===== config.mk =====
export PLATFORM = sky130hd
export DESIGN_NAME = gray_rx_check_flat
export DESIGN_NICKNAME = d
export VERILOG_FILES = /design/src/rtl/gray_rx_if.sv /design/src/rtl/gray_rx_check.sv /design/src/flat_wrapper.sv
export SDC_FILE = /design/constraint.sdc
export NUM_CORES = 1
export LEC_CHECK = 0
export ABC_CLOCK_PERIOD_IN_PS = 2800
export BUFFER_PORTS_ARGS = -buffer_cell sky130_fd_sc_hd__buf_2
export CORE_ASPECT_RATIO = 1.2
export CORE_MARGIN = 3
export CORE_UTILIZATION = 50
export CTS_CLUSTER_SIZE = 25
export DETAILED_ROUTE_END_ITERATION = 10
export PLACE_DENSITY = 0.74
export REMOVE_ABC_BUFFERS = 1
export SKIP_CTS_REPAIR_TIMING = 1
export SYNTH_ARGS = -nofsm -noshare
export SYNTH_HDL_FRONTEND = slang
export SYNTH_SLANG_ARGS = --single-unit

===== constraint.sdc =====
create_clock -name clk -period 2.8 [get_ports clk]
set_clock_uncertainty 0.15 [all_clocks]
set_input_delay 0.14 -clock clk [delete_from_list [all_inputs] [get_ports clk]]
set_output_delay 0.14 -clock clk [all_outputs]
set_load 0.05 [all_outputs]

===== src/rtl/gray_rx_if.sv =====
// Gray-count receive bundle: gray sample in, decoded count and status out.
interface gray_rx_if #(
    parameter int W = 4
);
    logic [W-1:0] gray_in;
    logic         clr_err;
    logic [W-1:0] bin_out;
    logic         bin_vld;
    logic         step_err;
    logic [7:0]   err_cnt;
    logic         locked;

    modport master (
        output gray_in, clr_err,
        input  bin_out, bin_vld, step_err, err_cnt, locked
    );

    modport slave (
        input  gray_in, clr_err,
        output bin_out, bin_vld, step_err, err_cnt, locked
    );
endinterface


===== src/rtl/gray_rx_check.sv =====
// Synchronizes a foreign gray count, decodes it to binary and polices steps.
// Locks after LOCK_N quiet/single-step samples; drops lock on jumps.
module gray_rx_check #(
    parameter int W      = 4,
    parameter int LOCK_N = 4
) (
    input logic       clk,
    input logic       reset,
    gray_rx_if.slave  rx
);
    typedef enum logic {UNLOCKED, TRACK} state_t;

    localparam int CW = (LOCK_N > 1) ? $clog2(LOCK_N) : 1;
    localparam logic [CW-1:0] LAST = CW'(LOCK_N - 1);

    function automatic logic [W-1:0] g2b(input logic [W-1:0] g);
        logic [W-1:0] b;
        b[W-1] = g[W-1];
        for (int i = W - 2; i >= 0; i--) b[i] = b[i+1] ^ g[i];
        return b;
    endfunction

    state_t        state, state_n;
    logic [W-1:0]  s1, s2;
    logic [W-1:0]  prev_g, prev_n;
    logic [W-1:0]  bin_q, bin_n;
    logic [CW-1:0] lock_cnt, lock_n;
    logic [7:0]    err_q, err_cnt_n;
    logic          vld_q, vld_n;
    logic          serr_q, serr_n;

    logic [W-1:0]  diff, b_s2, b_prev;
    logic          d_zero, d_le1, fwd, bwd;

    assign diff   = s2 ^ prev_g;
    assign d_zero = (diff == '0);
    assign d_le1  = ((diff & (diff - W'(1))) == '0);
    assign b_s2   = g2b(s2);
    assign b_prev = g2b(prev_g);
    assign fwd    = (b_s2 == b_prev + W'(1));
    assign bwd    = (b_s2 == b_prev - W'(1));

    always_comb begin
        state_n = state;
        prev_n  = prev_g;
        bin_n   = bin_q;
        lock_n  = lock_cnt;
        vld_n   = 1'b0;
        serr_n  = 1'b0;
        unique case (state)
            UNLOCKED: begin
                prev_n = s2;
                if (!d_le1) begin
                    lock_n = '0;
                end else if (lock_cnt == LAST) begin
                    state_n = TRACK;
                    bin_n   = b_s2;
                    lock_n  = '0;
                end else begin
                    lock_n = lock_cnt + 1'b1;
                end
            end
            TRACK: begin
                if (!d_zero) begin
                    prev_n = s2;
                    // one-bit changes that are not +/-1 are jumps too
                    if (d_le1 && (fwd || bwd)) begin
                        bin_n  = b_s2;
                        vld_n  = 1'b1;
                        serr_n = !fwd;
                    end else begin
                        serr_n  = 1'b1;
                        lock_n  = '0;
                        state_n = UNLOCKED;
                    end
                end
            end
            default: state_n = UNLOCKED;
        endcase
    end

    always_comb begin
        err_cnt_n = err_q;
        if (rx.clr_err)
            err_cnt_n = '0;
        else if (serr_n && err_q != 8'hFF)
            err_cnt_n = err_q + 8'd1;
    end

    always_ff @(posedge clk or negedge reset) begin
        if (!reset) begin
            s1       <= '0;
            s2       <= '0;
            state    <= UNLOCKED;
            prev_g   <= '0;
            bin_q    <= '0;
            lock_cnt <= '0;
            err_q    <= '0;
            vld_q    <= 1'b0;
            serr_q   <= 1'b0;
        end else begin
            s1       <= rx.gray_in;
            s2       <= s1;
            state    <= state_n;
            prev_g   <= prev_n;
            bin_q    <= bin_n;
            lock_cnt <= lock_n;
            err_q    <= err_cnt_n;
            vld_q    <= vld_n;
            serr_q   <= serr_n;
        end
    end

    assign rx.bin_out  = bin_q;
    assign rx.bin_vld  = vld_q;
    assign rx.step_err = serr_q;
    assign rx.err_cnt  = err_q;
    assign rx.locked   = (state == TRACK);
endmodule


===== src/flat_wrapper.sv =====
// flat-port wrapper written by rule: the top's interface ports become plain ports
module gray_rx_check_flat 
#(
    parameter int W      = 4,
    parameter int LOCK_N = 4
)
  (clk, reset, rx_gray_in, rx_clr_err, rx_bin_out, rx_bin_vld, rx_step_err, rx_err_cnt, rx_locked);
  gray_rx_if #(.W(W)) rx_i ();
  input logic clk;
  input logic reset;
  input wire logic [$bits(rx_i.gray_in)-1:0] rx_gray_in;
  input wire logic [$bits(rx_i.clr_err)-1:0] rx_clr_err;
  output wire logic [$bits(rx_i.bin_out)-1:0] rx_bin_out;
  output wire logic [$bits(rx_i.bin_vld)-1:0] rx_bin_vld;
  output wire logic [$bits(rx_i.step_err)-1:0] rx_step_err;
  output wire logic [$bits(rx_i.err_cnt)-1:0] rx_err_cnt;
  output wire logic [$bits(rx_i.locked)-1:0] rx_locked;
  assign rx_i.gray_in = rx_gray_in;
  assign rx_i.clr_err = rx_clr_err;
  assign rx_bin_out = rx_i.bin_out;
  assign rx_bin_vld = rx_i.bin_vld;
  assign rx_step_err = rx_i.step_err;
  assign rx_err_cnt = rx_i.err_cnt;
  assign rx_locked = rx_i.locked;
  gray_rx_check #(.W(W), .LOCK_N(LOCK_N)) u_core (.clk(clk), .reset(reset), .rx(rx_i));
endmodule

==> summary.json, run 1 <==
{
  "power_and_ir_drop": {
    "irDropWorstVdd_mv": 0.459,
    "power_density_nw_per_um2": 562,
    "power.sequential.fraction_pct": 44.5,
    "comb_power_share_pct": 31.0,
    "p_int_uw": 689,
    "report.power.total_mw": 1.09,
    "power_frac_clock_pct": 24.5,
    "power.switching_fraction_pct": 36.6,
    "power.static_leakage_nw": 0.858,
    "total_switching_power_uw": 398
  },
  "global_routing": {
    "grt_first_pass_wirelength_um": 5070,
    "grt_start_max_net_pins": 30,
    "first_global_vias": 1149,
    "grt_remaining_overflow": 0,
    "globalRouteTotalUtil_pct": 18.3,
    "number_of_antenna_violations_at_the_first_check_in_global_routing": 0
  },
  "yosys": {
    "synthCells": 142,
    "yosysWarningCount": 0,
    "synthesis.area_per_instance_um2": 10.7,
    "ys_types": 45,
    "synth-seq-cells": 29,
    "synthesis.area_um2": 1520,
    "synth.yosys.seq_area_share_pct": 47.7
  },
  "sta": {
    "max_slew_margin_pct": 56.6,
    "final-setup-viol-count": 0,
    "hold_viol_final": 0,
    "worstMarginPinSlew_ns": 0.651,
    "fmax_mhz": 358,
    "rsz0062_at_grt": "yes",
    "post-route-min-period_ns": 2.80,
    "final_min_period_over_clock_period_pct": 99.8,
    "report.final.slew_viol_count": 0
  },
  "run_status": {
    "run_status": "finished, final reports clean"
  },
  "worst_setup_path": {
    "r2r.worst_path.cells": 8,
    "crit_chain": "xor2_2, ha_4, xnor2_4, xnor2_2, mux2_4, a211oi_4, nor4_2, mux2_1",
    "crit_slowest_cell": "sky130_fd_sc_hd__dfrtp_1",
    "reg2reg_from": "u_core.prev_g[3]",
    "critical-path-max-stage-delay_ns": 0.43,
    "critPathRequiredTime_ns": 2.88,
    "worstSetupPathType": "flip-flop to flip-flop",
    "critical_path_peak_fanout": 5,
    "crit_path_start_kind": "flip-flop",
    "cp.arrival_ns": 2.88,
    "setup.worst_path.end_class": "flip-flop",
    "startpoint": "u_core.prev_g[3]"
  },
  "layout": {
    "layout.filler_cells": 222,
    "register_area_um2": 726,
    "ant_diodes": 0,
    "layout_commonest_cell": "sky130_fd_sc_hd__dfrtp_1",
    "layout.cells.most_common_list": "sky130_fd_sc_hd__dfrtp_1, sky130_fd_sc_hd__buf_2, sky130_fd_sc_hd__a21oi_1, sky130_fd_sc_hd__buf_4, sky130_fd_sc_hd__nand2_1",
    "multiInputGateArea_um2": 838,
    "finish.net_count": 186,
    "post_route_cells_drive_above_1_share_pct": 35.6,
    "final_cell_area_um2": 1930,
    "area_growth_pct": 27.1
  },
  "cts": {
    "clock_tree.buffer_depth": 2,
    "path_clk_slew_ns": 0.11,
    "worstSkewPairLatency_ns": 0.34,
    "clk_root_buffer_cell": "sky130_fd_sc_hd__clkbuf_4",
    "cts_sinks": 29,
    "cts_tree": "yes",
    "cts.htree.levels": 2,
    "cts_inserted_buffers": 5
  },
  "die": {
    "io_pins": 22,
    "die-height_um": 66.4,
    "die_w_um": 56.4,
    "core_area_um2": 2840,
    "start_util_pct": 53.6,
    "core.rowCount": 21,
    "die_area_um2": 3740
  },
  "routing": {
    "routedWlPerCell_um": 16.0,
    "drt_iter0_drc": 28,
    "via_per_inst": 5.64,
    "drcViolationCount": 0,
    "postRouteWirelength_um": 3380,
    "final_antenna_net_count": 0,
    "dr_total_vias": 1191,
    "drt_pre_antenna_iters": 4
  },
  "placement": {
    "routabilityCongestion": 0.899,
    "buffers_on_ports": 21,
    "placed_cell_area_um2": 1660,
    "dp.final_hpwl_um": 2180
  },
  "run": {
    "max_cap_violations": 0
  },
  "hold_path": {
    "min-delay-path-class": "input pin to async pin"
  }
}
## Yosys cell counts, drive strengths merged
master | count | area (um2)
mux2 | 6 | 71.3
dfrtp | 29 | 726
or4 | 6 | 46.3
o31ai | 5 | 37.5
inv | 4 | 15.0
dlygate4sd1 | 1 | 8.76
nor2 | 7 | 26.3
xnor2 | 10 | 87.6
and3 | 1 | 6.26
buf | 5 | 30.0
a21boi | 1 | 7.51
o22ai | 1 | 6.26
nor3 | 1 | 5.00
nand3 | 5 | 25.0
o211ai | 2 | 15.0
or3 | 2 | 12.5
clkbuf | 5 | 18.8
ha | 3 | 37.5
nand2 | 9 | 33.8
nor4 | 1 | 12.5
mux2i | 1 | 10.0
o21ai | 7 | 38.8
o32ai | 1 | 8.76
xnor3 | 1 | 22.5
nor2b | 2 | 12.5
and2 | 1 | 6.26
o311ai | 1 | 8.76
or3b | 1 | 8.76
nand4b | 1 | 8.76
or2 | 2 | 12.5
a41o | 1 | 10.0
xor2 | 5 | 51.3
a21oi | 11 | 55.1
a211oi | 2 | 27.5
o311a | 1 | 11.3
## logic make-up (layout without fill, tap and decap cells)
logic type / after synthesis / count (layout) / share of synthesized area, %
xor+xnor: 16 / 16 / 10.6
compound gates: 33 / 33 / 14.9
buf+inv: 15 / 50 / 4.77
fa+ha+maj: 3 / 3 / 2.47
mux: 7 / 7 / 5.34
simple gates: 39 / 39 / 14.2
flops: 29 / 29 / 47.7
## final timing paths
path | endpoint | slack [ns]
min | u_core.rx.step_err | 0.20
min reg2reg | u_core.s2[2] | 0.21
max in group asynchronous | u_core.s1[1] | 1.88
min in group clk | u_core.s2[2] | 0.21
max | u_core.rx.err_cnt[6] | 0.005
max reg2reg | u_core.rx.err_cnt[6] | 0.005
## area by class of cell
type                            instances  share of cell area [%]
Clock buffer                            5                    1.94
Clock inverter                          3                    1.17
Inverter                                4                   0.777
Multi-Input combinational cell         98                    43.4
Sequential cell                        29                    37.5
Tap cell                               34                    2.20
Timing Repair Buffer                   38                    13.0
## through the flow
step	utilization [%]	instances	hold slack, ns	TNS [ns]	worst slack, ns
finish	68.1	211	0.199	0	0.00475
floorplan	-	131	-0.306	0	0.0218
CTS	60.8	201	-0.337	-0.550	-0.106
global placement	58.6	193	0.0387	0	0.108
global route	68.1	211	0.226	-0.947	-0.121
detailed placement	58.6	193	0.0502	-0.377	-0.0942
## sequential cells by signal (all words and copies together) (netlist names)
signal and flops:
u_core.lock_cnt 2, u_core.rx.locked 1, u_core.rx.bin_vld 1, u_core.rx.err_cnt 8
u_core.rx.step_err 1, u_core.s1 4, u_core.rx.bin_out 4, u_core.s2 4
u_core.prev_g 4
## power by group through the flow
stage / Clock [mW] / Sequential, mW / Combinational, mW
CTS: 0.274 / 0.481 / 0.261
global placement: 0 / 0.487 / 0.252
finish: 0.266 / 0.483 / 0.337
global route: 0.294 / 0.491 / 0.357
floorplan: 0 / 0.564 / 0.112
detailed placement: 0 / 0.488 / 0.259
## critical path, delay by kind of cell, from the launching register on
kind / cells / cell delay [ns]
xor gates and xnor gates: 3 / 0.68
muxes: 2 / 0.67
DFF: 1 / 0.43
adders and majority gates: 1 / 0.29
and+or+nand+nor: 1 / 0.09
AOI/OAI and AO/OA: 1 / 0.38
## per-layer routing
metal	track usage [%]	part of all wire, %	vias to the layer above
li1	-	-	573
met1	19.9	41	587
met2	31.6	53	24
met3	5.47	4.1	7
met4	10.4	1.9	0
met5	0	0	-
Power figures use the tool's default switching activity.
==> run 2, diff against run 1 <==
--- a/config.mk
+++ b/config.mk
@@ -5,14 +5,15 @@
 export SDC_FILE = /design/constraint.sdc
 export NUM_CORES = 1
 export LEC_CHECK = 0
+export ABC_AREA = 1
 export ABC_CLOCK_PERIOD_IN_PS = 2800
 export BUFFER_PORTS_ARGS = -buffer_cell sky130_fd_sc_hd__buf_2
 export CORE_ASPECT_RATIO = 1.2
 export CORE_MARGIN = 3
-export CORE_UTILIZATION = 50
+export CORE_UTILIZATION = 51
 export CTS_CLUSTER_SIZE = 25
 export DETAILED_ROUTE_END_ITERATION = 10
-export PLACE_DENSITY = 0.74
+export PLACE_DENSITY = 0.75
 export REMOVE_ABC_BUFFERS = 1
 export SKIP_CTS_REPAIR_TIMING = 1
 export SYNTH_ARGS = -nofsm -noshare
==> run 2 against run 1 <==
Effect of this change: sequential power down 4%; critical path depth up 12; clock-buffer cell count unchanged; cell area down 6.1%; worst hold slack worse by 0.18 ns; clock power down 7.9%; non-clock buffer count down 12; routed wire length down 13%; largest cell class unchanged.
==> summary.json, run 2 <==
{
  "run_status": {
    "run_status": "finished, final reports clean"
  },
  "cts": {
    "cts_sinks": 29,
    "cts.htree.levels": 2,
    "worstSkewPairLatency_ns": 0.33,
    "cts_tree": "yes",
    "clk_root_buffer_cell": "sky130_fd_sc_hd__clkbuf_4",
    "path_clk_slew_ns": 0.10,
    "cts_inserted_buffers": 5,
    "clock_tree.buffer_depth": 2
  },
  "yosys": {
    "synth.yosys.seq_area_share_pct": 45.8,
    "ys_top_cells_by_count": "sky130_fd_sc_hd__nand2_1, sky130_fd_sc_hd__dfrtp_1, sky130_fd_sc_hd__nand3_1, sky130_fd_sc_hd__inv_1, sky130_fd_sc_hd__nor2_1",
    "ys.flop_type": "sky130_fd_sc_hd__dfrtp_1",
    "post_synth_main_area_contributors": "sky130_fd_sc_hd__dfrtp_1, sky130_fd_sc_hd__nand2_1, sky130_fd_sc_hd__nand3_1, sky130_fd_sc_hd__xor2_1, sky130_fd_sc_hd__inv_1",
    "main_combinational_cell_family_by_area_after_synthesis": "simple AND/OR/NAND/NOR gates",
    "xor_xnor_share_of_the_synthesized_area_pct": 4.43,
    "yosysWarningCount": 0,
    "basic_gate_share_of_the_synthesized_area_counting_and_or_nand_and_nor_cells_pct": 38.4,
    "synth_compound_gate_area_share_pct": 2.37,
    "async_set_or_reset_flop_fraction_in_the_synthesized_netlist_pct": 100,
    "ys_types": 26,
    "synthCells": 202,
    "muxShareOfSynthArea_pct": 0,
    "synth_top_cell_by_area": "sky130_fd_sc_hd__dfrtp_1",
    "synth-seq-cells": 29,
    "synthesis.area_um2": 1580,
    "synth_adder_area_share_pct": 2.37,
    "number_of_flops_mapped_to_enable_cells_by_yosys": 0,
    "synthesis.area_per_instance_um2": 7.84,
    "synth.most_common_cell": "sky130_fd_sc_hd__nand2_1",
    "yosys.area.top_type_share_pct": 45.8
  },
  "hold_path": {
    "min_to": "u_core.rx.err_cnt[3]",
    "min-delay-path-class": "input pin to flip-flop",
    "worstHoldPathCells": 4,
    "worstHoldStart": "rx_clr_err"
  },
  "global_routing": {
    "grt_remaining_overflow": 0,
    "grt_first_pass_wirelength_um": 5130,
    "first_global_vias": 1236,
    "number_of_antenna_violations_at_the_first_check_in_global_routing": 0,
    "globalRouteTotalUtil_pct": 17.7,
    "grt_start_max_net_pins": 30
  },
  "worst_setup_path": {
    "reg2reg_from": "u_core.prev_g[2]",
    "cp.arrival_ns": 2.42,
    "critical_path_peak_fanout": 5,
    "critical-path-max-stage-delay_ns": 0.44,
    "cp_top_family": "simple AND/OR/NAND/NOR gates",
    "cp_num_buf_inv": 3,
    "crit_chain": "inv_1, nand2_1, nand2_1, ha_1, inv_1, nand2_1, nand2_1, nand2_1, nand2_1, nand2_1, inv_1, nand2_1, nor2_1, nand2_1, nand2_2, nand2_4, nand2_4, nand2_4, nand2_1, nand2_1",
    "reg_to_reg_end": "u_core.rx.bin_out[0]",
    "crit_slowest_cell": "sky130_fd_sc_hd__dfrtp_1",
    "critPathRequiredTime_ns": 2.88,
    "reg2reg_setup_slack_ns": 0.46,
    "r2r.worst_path.cells": 20,
    "crit_top_cell": "sky130_fd_sc_hd__nand2_1",
    "setup.worst_path.end_class": "flip-flop",
    "crit_path_start_kind": "flip-flop",
    "worstSetupPathType": "flip-flop to flip-flop"
  },
  "power_and_ir_drop": {
    "power.switching_fraction_pct": 34.5,
    "report.power.total_uw": 913,
    "comb_power_share_pct": 22.2,
    "power.sequential.fraction_pct": 51.0,
    "power_frac_clock_pct": 26.8,
    "p_int_uw": 598,
    "total_switching_power_uw": 316,
    "irDropWorstVdd_mv": 0.449,
    "power.static_leakage_nw": 1.06,
    "power_density_nw_per_um2": 503
  },
  "sta": {
    "hold_viol_final": 0,
    "report.final.slew_viol_count": 0,
    "fin_tns_setup_ns": 0,
    "max_slew_margin_pct": 58.8,
    "rsz0062_at_grt": "no",
    "final_min_period_over_clock_period_pct": 83.4,
    "fmax_mhz": 428,
    "post-route-min-period_ns": 2.34,
    "worstMarginPinSlew_ns": 0.619,
    "final-setup-viol-count": 0
  },
  "routing": {
    "drcViolationCount": 0,
    "final_antenna_net_count": 0,
    "via_per_inst": 5.02,
    "drt_iter0_drc": 26,
    "drt_pre_antenna_iters": 4,
    "routedWlPerCell_um": 11.0,
    "dr_total_vias": 1336,
    "postRouteWirelength_um": 2940
  },
  "layout": {
    "ant_diodes": 0,
    "layout.filler_cells": 261,
    "area_growth_pct": 14.7,
    "layout.cells.most_common_list": "sky130_fd_sc_hd__nand2_1, sky130_fd_sc_hd__dfrtp_1, sky130_fd_sc_hd__nand3_1, sky130_fd_sc_hd__buf_2, sky130_fd_sc_hd__inv_1",
    "layout_commonest_cell": "sky130_fd_sc_hd__nand2_1",
    "post-route-util_pct": 62.8,
    "largest_register_ff_count": 8,
    "finish.net_count": 241,
    "post_route_cells_drive_above_1_share_pct": 20.7
  },
  "die": {
    "io_pins": 22,
    "die_area_um2": 3810,
    "core.rowCount": 21,
    "die-height_um": 67.0,
    "core_area_um2": 2890,
    "start_util_pct": 54.8,
    "die_w_um": 56.9
  },
  "placement": {
    "buffers_on_ports": 21,
    "dp.final_hpwl_um": 2270,
    "routabilityCongestion": 0.852
  },
  "run": {
    "max_cap_violations": 0
  }
}
[run 2: cell types whose count changed after synthesis, moves of 4 or more]
cell	before	now
sky130_fd_sc_hd__a21oi_1	11	0
sky130_fd_sc_hd__xnor2_1	10	0
sky130_fd_sc_hd__nor2_1	7	12
sky130_fd_sc_hd__mux2_1	4	0
sky130_fd_sc_hd__inv_1	4	17
sky130_fd_sc_hd__nand2_4	0	4
sky130_fd_sc_hd__or4_1	5	0
sky130_fd_sc_hd__nand2_1	9	82
sky130_fd_sc_hd__nand3_1	5	21
sky130_fd_sc_hd__xor2_1	4	8
sky130_fd_sc_hd__o31ai_1	5	0
[run 2: area by class of cell]
| cell class | count | area [um2] | share of cell area [%] |
|---|---|---|---|
| clock buffers | 5 | 37.5 | 2.07 |
| repair buffers | 26 | 155 | 8.55 |
| inverters | 21 | 83.8 | 4.62 |
| clock inverters | 3 | 17.5 | 0.965 |
| flip-flops and latches | 29 | 726 | 40.0 |
| multi-input cells | 148 | 753 | 41.5 |
| well taps | 34 | 42.5 | 2.34 |
[run 2: worst max-delay path by stage]
stage | to | startpoint | depth (start not counted) | slack [ns]
floorplan | u_core.rx.bin_out[0] | u_core.prev_g[2] | 20 | 0.68
global placement | u_core.rx.bin_out[0] | u_core.prev_g[2] | 20 | 0.55
detailed placement | u_core.rx.bin_out[0] | u_core.prev_g[2] | 20 | 0.49
CTS | u_core.rx.bin_out[0] | u_core.prev_g[2] | 20 | 0.46
global route | u_core.rx.bin_out[1] | u_core.prev_g[2] | 20 | 0.21
finish | u_core.rx.bin_out[0] | u_core.prev_g[2] | 20 | 0.46
[run 2: power groups by stage]
stage               registers (mW)  clock network, mW  logic, mW
finish                       0.466              0.245      0.203
global route                 0.471              0.271      0.225
CTS                          0.467              0.256      0.200
detailed placement           0.475                  0      0.200
global placement             0.474                  0      0.196
floorplan                    0.518                  0      0.104
[run 2: layer usage]
layer | track usage, % | part of all wire, % | vias to the layer above
met5 | 0 | 0 | -
met4 | 7.83 | 1.9 | 0
met3 | 5.23 | 4.7 | 6
met2 | 30.3 | 50 | 29
met1 | 20.4 | 43 | 615
li1 | - | - | 686
[run 2: cell families after synthesis]
logic type / count (synthesis)
AO/OA/AOI/OAI: 4
XOR/XNOR: 8
adder cells (fa/ha/maj): 3
buffers and inverters: 25
flip-flops: 29
AND/OR/NAND/NOR: 133
[run 2: tightest hold or removal path: stages]
cell                      delay [ns]
sky130_fd_sc_hd__buf_2          0.15
sky130_fd_sc_hd__nor2_1         0.06
sky130_fd_sc_hd__nand2_1        0.06
sky130_fd_sc_hd__nand2_1        0.04
[run 2: metrics by stage]
| step | setup slack [ns] | std cells | area [um2] | hold slack, ns |
|---|---|---|---|---|
| detailed placement | 0.485 | 253 | 1710 | 0.0491 |
| floorplan | 0.685 | 198 | 1560 | -0.306 |
| CTS | 0.463 | 261 | 1770 | -0.324 |
| global route | 0.211 | 266 | 1820 | 0.0230 |
| finish | 0.464 | 266 | 1820 | 0.0151 |
| global placement | 0.550 | 253 | 1710 | 0.0458 |
==> run 3, diff against run 2 <==
--- a/config.mk
+++ b/config.mk
@@ -6,7 +6,7 @@
 export NUM_CORES = 1
 export LEC_CHECK = 0
 export ABC_AREA = 1
-export ABC_CLOCK_PERIOD_IN_PS = 2800
+export ABC_CLOCK_PERIOD_IN_PS = 2090
 export BUFFER_PORTS_ARGS = -buffer_cell sky130_fd_sc_hd__buf_2
 export CORE_ASPECT_RATIO = 1.2
 export CORE_MARGIN = 3
==> constraint.sdc (replaced) <==
create_clock -name clk -period 2.09 [get_ports clk]
set_clock_uncertainty 0.15 [all_clocks]
set_input_delay 0.1045 -clock clk [delete_from_list [all_inputs] [get_ports clk]]
set_output_delay 0.1045 -clock clk [all_outputs]
set_load 0.05 [all_outputs]
==> run 3 against run 2 <==
Effect of this change: the run now ends with negative hold slack, negative setup slack left; fmax grew 6.6%; core utilization grew 7.0 points; final cell count grew 4.1%; power grew 45%; clock-buffer cell count grew 2; routed wire length grew 13%; critical path depth shrank 2; sequential power grew 35%; register-to-register slack lost 0.57 ns.
==> summary.json, run 3 (synthesis results as in run 2) <==
{
  "run": {
    "max_cap_violations": 0
  },
  "worst_setup_path": {
    "critical_path_peak_fanout": 5,
    "r2r.worst_path.cells": 18,
    "startpoint": "u_core.prev_g[2]",
    "reg_to_reg_end": "u_core.rx.err_cnt[5]",
    "worst_setup_path_endpoint": "u_core.rx.err_cnt[5]",
    "cp.arrival_ns": 2.27,
    "critPathRequiredTime_ns": 2.17,
    "setup.worst_path.end_class": "flip-flop",
    "worstSetupPathType": "flip-flop to flip-flop",
    "reg2reg_from": "u_core.prev_g[2]",
    "crit_path_start_kind": "flip-flop",
    "reg2reg_setup_slack_ns": -0.10
  },
  "sta": {
    "worstMarginPinSlew_ns": 0.626,
    "fmax_mhz": 456,
    "rsz0062_at_grt": "yes",
    "report.final.slew_viol_count": 0,
    "hold_viol_final": 2,
    "final-setup-viol-count": 13,
    "finalHoldWorstSlack_ns": -0.00326,
    "final.setup.worst_slack_ns": -0.101,
    "post-route-min-period_ns": 2.19,
    "final_min_period_over_clock_period_pct": 105,
    "max_slew_margin_pct": 58.3
  },
  "placement": {
    "place_inst": 262,
    "dp.final_hpwl_um": 2310,
    "routabilityCongestion": 0.853,
    "buffers_on_ports": 21
  },
  "die": {
    "start_util_pct": 54.8,
    "core_area_um2": 2890,
    "io_pins": 22,
    "core.rowCount": 21,
    "die-height_um": 67.0,
    "die_w_um": 56.9,
    "die_area_um2": 3810
  },
  "layout": {
    "layout_commonest_cell": "sky130_fd_sc_hd__nand2_1",
    "area_growth_pct": 27.4,
    "post_route_cells_drive_above_1_share_pct": 33.7,
    "largest_register_ff_count": 8,
    "ant_diodes": 0,
    "finish.net_count": 252,
    "layout.cells.most_common_list": "sky130_fd_sc_hd__nand2_1, sky130_fd_sc_hd__dfrtp_1, sky130_fd_sc_hd__buf_2",
    "post_layout_nonfiller_instances": 277
  },
  "power_and_ir_drop": {
    "report.power.total_mw": 1.33,
    "power.static_leakage_nw": 1.15,
    "power_density_nw_per_um2": 659,
    "irDropWorstVdd_mv": 0.545
  },
  "hold_path": {
    "min-delay-path-class": "input pin to flip-flop"
  },
  "cts": {
    "cts_sinks": 29,
    "path_clk_slew_ns": 0.09,
    "cts_tree": "yes",
    "cts.htree.levels": 2,
    "clock_tree.buffer_depth": 2,
    "clk_root_buffer_cell": "sky130_fd_sc_hd__clkbuf_4",
    "cts_inserted_buffers": 5,
    "worstSkewPairLatency_ns": 0.33
  },
  "run_status": {
    "violations_in_the_final_reports": "negative hold slack, negative setup slack",
    "run_status": "complete, but fails checks"
  },
  "routing": {
    "via_per_inst": 5.04,
    "routedWlPerCell_um": 12.0,
    "final_antenna_net_count": 0,
    "drcViolationCount": 0,
    "dr_total_vias": 1397,
    "postRouteWirelength_um": 3330,
    "drt_iter0_drc": 21,
    "drt_pre_antenna_iters": 4
  },
  "global_routing": {
    "first_global_vias": 1248,
    "globalRouteTotalUtil_pct": 18.7,
    "number_of_antenna_violations_at_the_first_check_in_global_routing": 0,
    "grt_remaining_overflow": 0,
    "grt_first_pass_wirelength_um": 5300,
    "grt_start_max_net_pins": 30
  }
}
-- run 3: power breakdown --
group | leakage (nW) | switching, mW | total, mW | internal [mW]
sequential | 0.373 | 0.0340 | 0.629 | 0.595
combinational | 0.737 | 0.210 | 0.315 | 0.104
clock | 0.0413 | 0.191 | 0.386 | 0.195
-- run 3: layer usage --
metal  vias up  wire (um)  global-route usage [%]
met4         0         80                    8.70
met2        31       1700                    31.4
li1        706          -                       -
met1       652       1430                    22.1
met3         8        123                    5.23
met5         -          0                       0
-- run 3: cell type report --
class                   count  area, um2
fillers                   248        873
flip-flops and latches     29        726
clock buffers               7       65.1
inverters                  21       91.3
repair buffers             36        234
clock inverters             1       5.00
well taps                  34       42.5
multi-input cells         149        853
-- run 3: stage by stage --
stage               instance area [um2]  hold WS (ns)  worst slack [ns]  utilization, %  setup TNS (ns)
finish                             2020      -0.00326            -0.101            69.8           -1.05
global route                       2020       0.00187            -0.255            69.8           -3.40
CTS                                1850        -0.361            -0.163            63.9           -2.06
detailed placement                 1780        0.0114            -0.132            61.5           -1.38
global placement                   1780       0.00675           -0.0904            61.5          -0.910
floorplan                          1560        -0.341           -0.0253               -          -0.101
-- run 3: worst max-delay path, cell delays in order, from the launching register on --
cell and delay (ns):
sky130_fd_sc_hd__dfrtp_1 0.44, sky130_fd_sc_hd__inv_2 0.09, sky130_fd_sc_hd__nand2_2 0.06, sky130_fd_sc_hd__nand2_2 0.09, sky130_fd_sc_hd__ha_4 0.21, sky130_fd_sc_hd__inv_2 0.07
sky130_fd_sc_hd__nand2_4 0.06, sky130_fd_sc_hd__nand2_2 0.07, sky130_fd_sc_hd__nand2_1 0.05, sky130_fd_sc_hd__nand2_1 0.05, sky130_fd_sc_hd__nand2_1 0.04, sky130_fd_sc_hd__inv_1 0.04
sky130_fd_sc_hd__nand2_1 0.06, sky130_fd_sc_hd__nor2_2 0.11, sky130_fd_sc_hd__nand3_2 0.12, sky130_fd_sc_hd__nand3_4 0.11, sky130_fd_sc_hd__nand2_2 0.11, sky130_fd_sc_hd__nand3_1 0.10
sky130_fd_sc_hd__nand2_1 0.05
-- run 3: how the worst min path moves through the flow --
| stage | slack [ns] | startpoint | cells after the start | to |
|---|---|---|---|---|
| final | -0.003 | rx_clr_err | 4 | u_core.rx.err_cnt[0] |
| after CTS | -0.36 | reset | 1 | u_core.rx.bin_out[2] |
| after global routing | 0.002 | rx_clr_err | 4 | u_core.rx.err_cnt[0] |
| after detailed placement | 0.01 | reset | 1 | u_core.rx.err_cnt[4] |
| after floorplan | -0.34 | reset | 0 | u_core.lock_cnt[0] |
| after global placement | 0.007 | reset | 1 | u_core.rx.err_cnt[4] |
